## config.mk

```make
export PLATFORM = sky130hd
export DESIGN_NAME = vend_coin_feeder
export DESIGN_NICKNAME = d
export VERILOG_FILES = /design/src/rtl/vend_coin_feeder.sv
export SDC_FILE = /design/constraint.sdc
export NUM_CORES = 1
export LEC_CHECK = 0
export CORE_MARGIN = 8
export CORE_UTILIZATION = 25
export CTS_BUF_LIST = sky130_fd_sc_hd__clkbuf_2 sky130_fd_sc_hd__clkbuf_4 sky130_fd_sc_hd__clkbuf_8
export DETAILED_ROUTE_END_ITERATION = 6
export PLACE_DENSITY = 0.39
export SETUP_SLACK_MARGIN = 0.05
export SYNTH_ARGS = -nofsm -noshare
export SYNTH_HDL_FRONTEND = slang
export SYNTH_SLANG_ARGS = --single-unit
```

## constraint.sdc

```tcl
create_clock -name clk -period 3.8 [get_ports clk]
set_clock_uncertainty 0.15 [all_clocks]
set_input_delay 0.95 -clock clk [delete_from_list [all_inputs] [get_ports clk]]
set_output_delay 0.95 -clock clk [all_outputs]
set_load 0.02 [all_outputs]
```

## src/rtl/vend_coin_feeder.sv

```systemverilog
`default_nettype none
// ============================================================================
// Module : vend_coin_feeder
// Brief  : Feeds wallet coins back-to-back into a vending FSM, then waits
//          for its dispense/change answer with a bounded timeout.
// Rev    : 1.0  initial release
// ============================================================================
module vend_coin_feeder #(
  parameter int PRICE   = 3,
  parameter int TIMEOUT = 3
) (
  input  logic       clk,
  input  logic       rst,
  input  logic       start,
  input  logic [3:0] n1_avail,
  input  logic [3:0] n2_avail,
  output logic       i,
  output logic       j,
  input  logic       x,
  input  logic       y,
  output logic       busy,
  output logic       done,
  output logic       vended,
  output logic       change,
  output logic       err,
  output logic [1:0] used1,
  output logic [1:0] used2
);

  // Credit may overshoot PRICE by one when the last coin is a 2-unit coin.
  localparam int CW = $clog2(PRICE + 3);
  localparam int TW = (TIMEOUT > 1) ? $clog2(TIMEOUT) : 1;

  localparam logic [1:0] S_IDLE = 2'd0;
  localparam logic [1:0] S_FEED = 2'd1;
  localparam logic [1:0] S_WAIT = 2'd2;
  localparam logic [1:0] S_FIN  = 2'd3;

  localparam logic [CW-1:0] c_price  = CW'(PRICE);
  localparam logic [5:0]    c_price6 = 6'(PRICE);
  localparam logic [TW-1:0] c_tmax   = TW'(TIMEOUT - 1);

  logic [1:0]    r_state, w_state_nxt;
  logic [3:0]    r_n1, r_n2, w_n1_nxt, w_n2_nxt;
  logic [CW-1:0] r_credit, w_credit_nxt;
  logic [TW-1:0] r_wcnt, w_wcnt_nxt;
  logic          r_i, r_j, r_busy, r_done, r_vended, r_change, r_err;
  logic          w_i_nxt, w_j_nxt, w_busy_nxt, w_done_nxt;
  logic          w_vended_nxt, w_change_nxt, w_err_nxt;
  logic [1:0]    r_used1, r_used2, w_used1_nxt, w_used2_nxt;

  logic          w_in_idle, w_funds_ok, w_load, w_take2;
  logic [5:0]    w_funds;
  logic [3:0]    w_src_n1, w_src_n2;
  logic [CW-1:0] w_src_credit, w_rem;
  logic [1:0]    w_base_used1, w_base_used2;

  // The first coin is chosen straight from the wallet inputs at the start edge.
  assign w_in_idle    = (r_state == S_IDLE);
  assign w_funds      = {2'b00, n1_avail} + {1'b0, n2_avail, 1'b0};
  assign w_funds_ok   = (w_funds >= c_price6);
  assign w_src_n1     = w_in_idle ? n1_avail : r_n1;
  assign w_src_n2     = w_in_idle ? n2_avail : r_n2;
  assign w_src_credit = w_in_idle ? '0 : r_credit;
  assign w_base_used1 = w_in_idle ? 2'd0 : r_used1;
  assign w_base_used2 = w_in_idle ? 2'd0 : r_used2;
  assign w_rem        = c_price - w_src_credit;
  assign w_take2      = ((w_rem >= CW'(2)) && (w_src_n2 != 4'd0)) || (w_src_n1 == 4'd0);
  assign w_load       = (w_in_idle && start && w_funds_ok) ||
                        ((r_state == S_FEED) && (r_credit < c_price));

  always_ff @(posedge clk) begin
    if (rst) begin
      r_state <= S_IDLE;
    end else begin
      r_state <= w_state_nxt;
    end
  end

  always_comb begin
    w_state_nxt = r_state;
    case (r_state)
      S_IDLE:  if (start) w_state_nxt = w_funds_ok ? S_FEED : S_FIN;
      S_FEED:  if (r_credit >= c_price) w_state_nxt = S_WAIT;
      S_WAIT:  if (x || (r_wcnt == c_tmax)) w_state_nxt = S_FIN;
      S_FIN:   w_state_nxt = S_IDLE;
      default: w_state_nxt = S_IDLE;
    endcase
  end

  always_comb begin
    w_i_nxt      = 1'b0;
    w_j_nxt      = 1'b0;
    w_done_nxt   = 1'b0;
    w_busy_nxt   = r_busy;
    w_vended_nxt = r_vended;
    w_change_nxt = r_change;
    w_err_nxt    = r_err;
    w_used1_nxt  = r_used1;
    w_used2_nxt  = r_used2;
    w_n1_nxt     = r_n1;
    w_n2_nxt     = r_n2;
    w_credit_nxt = r_credit;
    w_wcnt_nxt   = r_wcnt;
    case (r_state)
      S_IDLE: begin
        if (start) begin
          w_busy_nxt   = 1'b1;
          w_n1_nxt     = n1_avail;
          w_n2_nxt     = n2_avail;
          w_credit_nxt = '0;
          w_vended_nxt = 1'b0;
          w_change_nxt = 1'b0;
          w_used1_nxt  = 2'd0;
          w_used2_nxt  = 2'd0;
          w_err_nxt    = !w_funds_ok;
        end
      end
      S_FEED: begin
        if (r_credit >= c_price) w_wcnt_nxt = '0;
      end
      S_WAIT: begin
        if (x) begin
          w_vended_nxt = 1'b1;
          w_change_nxt = y;
        end else if (r_wcnt == c_tmax) begin
          w_err_nxt = 1'b1;
        end else begin
          w_wcnt_nxt = r_wcnt + TW'(1);
        end
      end
      S_FIN: begin
        w_done_nxt = 1'b1;
        w_busy_nxt = 1'b0;
      end
      default: ;
    endcase
    // Coins go out on consecutive cycles; a gap would lose the 2-unit credit.
    if (w_load) begin
      w_i_nxt = 1'b1;
      w_j_nxt = w_take2;
      if (w_take2) begin
        w_n2_nxt     = w_src_n2 - 4'd1;
        w_used2_nxt  = w_base_used2 + 2'd1;
        w_credit_nxt = w_src_credit + CW'(2);
      end else begin
        w_n1_nxt     = w_src_n1 - 4'd1;
        w_used1_nxt  = w_base_used1 + 2'd1;
        w_credit_nxt = w_src_credit + CW'(1);
      end
    end
  end

  always_ff @(posedge clk) begin
    if (rst) begin
      r_i      <= 1'b0;
      r_j      <= 1'b0;
      r_busy   <= 1'b0;
      r_done   <= 1'b0;
      r_vended <= 1'b0;
      r_change <= 1'b0;
      r_err    <= 1'b0;
      r_used1  <= 2'd0;
      r_used2  <= 2'd0;
      r_n1     <= 4'd0;
      r_n2     <= 4'd0;
      r_credit <= '0;
      r_wcnt   <= '0;
    end else begin
      r_i      <= w_i_nxt;
      r_j      <= w_j_nxt;
      r_busy   <= w_busy_nxt;
      r_done   <= w_done_nxt;
      r_vended <= w_vended_nxt;
      r_change <= w_change_nxt;
      r_err    <= w_err_nxt;
      r_used1  <= w_used1_nxt;
      r_used2  <= w_used2_nxt;
      r_n1     <= w_n1_nxt;
      r_n2     <= w_n2_nxt;
      r_credit <= w_credit_nxt;
      r_wcnt   <= w_wcnt_nxt;
    end
  end

  assign i      = r_i;
  assign j      = r_j;
  assign busy   = r_busy;
  assign done   = r_done;
  assign vended = r_vended;
  assign change = r_change;
  assign err    = r_err;
  assign used1  = r_used1;
  assign used2  = r_used2;

endmodule
`default_nettype wire
```

==> out/metrics.cfg <==
[cts]
postCtsSetupBuffers=0
cts.clk_slew.worst_paths_ns=0.10
cts_max_path_buffers=2
cts-root-buf=clkbuf_8
cts_made_buffers=3
cts_tree=done
cts.htree.levels=1
cts_resized=0
ctsHoldBuffers=0
numClockSinks=26
clk_latency_ns=0.28

[power_and_ir_drop]
finalPower_mw=1.385
vdd_drop_max_mv=0.3256
leakagePower_nw=0.8035
power_density_nw_per_um2=679.2

[floorplanning]
core_area_sq_um=6350
io_pins=24
die_y_um=96.82
start_util=0.2571
dieArea_sq_um=9373
placementRows=29
die_w_um=96.82

[timing]
fin_crit_sh=0.8809
rsz0062_at_grt=false
slew_viol_final=0
hold_viol_final=0
min_period_ns=3.347
timing.fmax_mhz=298.8
setup_viol=0
relSlewSlack=0.5040
fin_setup_tns_ns=0
worst-slew-pin-transition_ns=0.7384
worst_slack_ns=0.4527

[cells_and_area]
final_nets=247
syn_to_final_growth_pct=24.90
drive_above_1_share=0.06818
final_cell_area_sq_um=2039
fillers=653
insertedDiodeCount=0

[placed_design]
dp_hpwl_um=3278
portBuffers=23
place_ws_ns=0.1109
routabilityCongestion=0.7419
placed_area_sq_um=1968

[routing]
drtIter0Drc=50
drtAntennaViolNets=0
vias_per_cell=4.710
wl_um=4312
dr.pass1.iters=4
routedWlPerCell_um=14.52
drc=0
vias=1399

[worst_setup_path]
r2r_slack_ns=0.95
end_kind=register
cp.arrival_ns=3.39
critPathMaxFanout=8
worstSetupPathType=input port to register
r2r_start=r_state[0]$_SDFFE_PP0P_
required_ns=3.84
crit_path_start_kind=input port
reg2reg_to=used2[1]$_SDFF_PP0_
reg2regPathDepth=10

[global_route]
use_met3=0.02703
grt_remaining_overflow=0
grt_max_degree=16
busiest_layer=met2
grt_use_total=0.09255
grt_pass1_vias=1395
grt_pass1_wl_um=7196
grt_use_met1=0.1201
grt_use_met2=0.1474
antenna_found_initial=0

[worst_hold_path]
hold_start=r_n2[1]$_SDFF_PP0_
hold_class=register to register
hold_depth=2
holdPathEnd=r_n2[1]$_SDFF_PP0_

[yosys]
mappedNetlistArea_sq_um=1633
seq_area_frac_synth=0.3188
yosys_warnings=0
synth_cell_types=40
synth_fp_nets=221
synth_cells=195
synth.area.top_cells=dfxtp_1 32%, ha_1 9.2%, mux2i_1 8.0%
synth_top_area_cell=dfxtp_1
synth_mux_area_frac=0.07969
ys.flop_type=dfxtp_1
synthAdderAreaFrac=0.1042
synth-simple-area-share=0.2184
synth_top_family_by_area=simple AND/OR/NAND/NOR gates
synth_edf_count=0
ys_ff_latch=26
synth.most_common_cell=dfxtp_1
async_reset_ff_frac=0
yosys-top-cells-count=26 x dfxtp_1, 23 x nand2_1, 21 x nor2_1
syn_avg_cell_area_sq_um=8.373
synth-xor-area-share=0.04291
synth_compound_area_frac=0.1701
yosysTopAreaCellShare=0.3188

[job]
drv_cap=0

[status]
status=completed

report_power, final:
| part | total (mW) | internal (mW) | switching, mW |
|---|---|---|---|
| clock | 0.237 | 0.141 | 0.0962 |
| combinational | 0.747 | 0.331 | 0.416 |
| sequential | 0.401 | 0.350 | 0.0510 |
layout make-up:
cell class / count / area, sq um / share of cell area
clock buffers: 3 / 41.29 / 0.02025
clock inverters: 1 / 30.03 / 0.01472
inverters: 13 / 48.80 / 0.02393
multi-input cells: 145 / 1005 / 0.4926
flip-flops and latches: 26 / 520.5 / 0.2552
well taps: 77 / 96.34 / 0.04724
repair buffers: 32 / 297.8 / 0.1460
cell families (layout without fill, tap and decap cells):
kind of cell | Yosys count | after routing
multiplexers | 13 | 13
XOR/XNOR | 8 | 8
AND/OR/NAND/NOR | 74 | 74
AO/OA/AOI/OAI | 37 | 37
adder cells (fa/ha/maj) | 13 | 13
flip-flops | 26 | 26
buffers and inverters | 24 | 49
cell usage in the layout, fill, tap and decap left out, types with 2 or more instances in the layout:
| master | netlist | routed |
|---|---|---|
| dfxtp_1 | 26 | 26 |
| nand2b_1 | 3 | 3 |
| o2111ai_1 | 2 | 2 |
| clkbuf_8 | 0 | 3 |
| a211oi_1 | 3 | 3 |
| nor2_1 | 21 | 21 |
| nor3_1 | 6 | 6 |
| xnor2_1 | 4 | 4 |
| clkdlybuf4s50_1 | 0 | 23 |
| nor2b_1 | 3 | 3 |
| a311oi_1 | 9 | 9 |
| and2_1 | 3 | 3 |
| nand3_1 | 6 | 6 |
| nor3b_1 | 3 | 3 |
| buf_4 | 2 | 9 |
| a22o_1 | 3 | 3 |
| a21oi_1 | 6 | 6 |
| o21ai_0 | 5 | 5 |
| mux2i_1 | 13 | 13 |
| nand2_1 | 23 | 23 |
| ha_1 | 12 | 12 |
| inv_1 | 13 | 13 |
| xor2_1 | 4 | 4 |
state kept, by name (all words and copies together), names as in the netlist, 2 cells and up:
name,count
r_n1,4
r_wcnt,2
r_n2,4
used2,2
r_state,2
used1,2
r_credit,3
worst max path at each step:
stage,to,start,slack (ns),depth (start not counted)
final,r_n1[2]$_SDFF_PP0_,n2_avail[0],0.45,10
after global routing,r_n1[3]$_SDFF_PP0_,n1_avail[1],0.16,10
after CTS,r_n1[2]$_SDFF_PP0_,n2_avail[0],0.44,10
after detailed placement,r_n1[2]$_SDFF_PP0_,n2_avail[0],0.11,10
after global placement,r_n1[2]$_SDFF_PP0_,n1_avail[1],0.22,10
after floorplan,r_n1[2]$_SDFF_PP0_,n1_avail[1],0.96,9
per-layer routing:
layer  wire length (um)  part of all wire
met1               2236              0.52
met2               1895              0.44
met3                152             0.035
met4                 28            0.0065
met5                  0                 0
stage by stage:
step                hold slack, ns  utilization  cells
finish                      0.3402       0.3212    297
global placement            0.3234       0.3100    293
detailed placement          0.3231       0.3100    293
CTS                         0.3390       0.3212    297
floorplan                   0.3056            -    195
global route                0.3555       0.3212    297
critical path: stages:
cell	delay (ns)
clkdlybuf4s50_1	0.51
ha_1	0.18
inv_1	0.05
fa_1	0.37
a211oi_1	0.36
o32ai_1	0.24
o211ai_1	0.25
buf_4	0.20
nor2_1	0.06
a311oi_1	0.23
No activity file was read; power rests on OpenSTA's default activity.
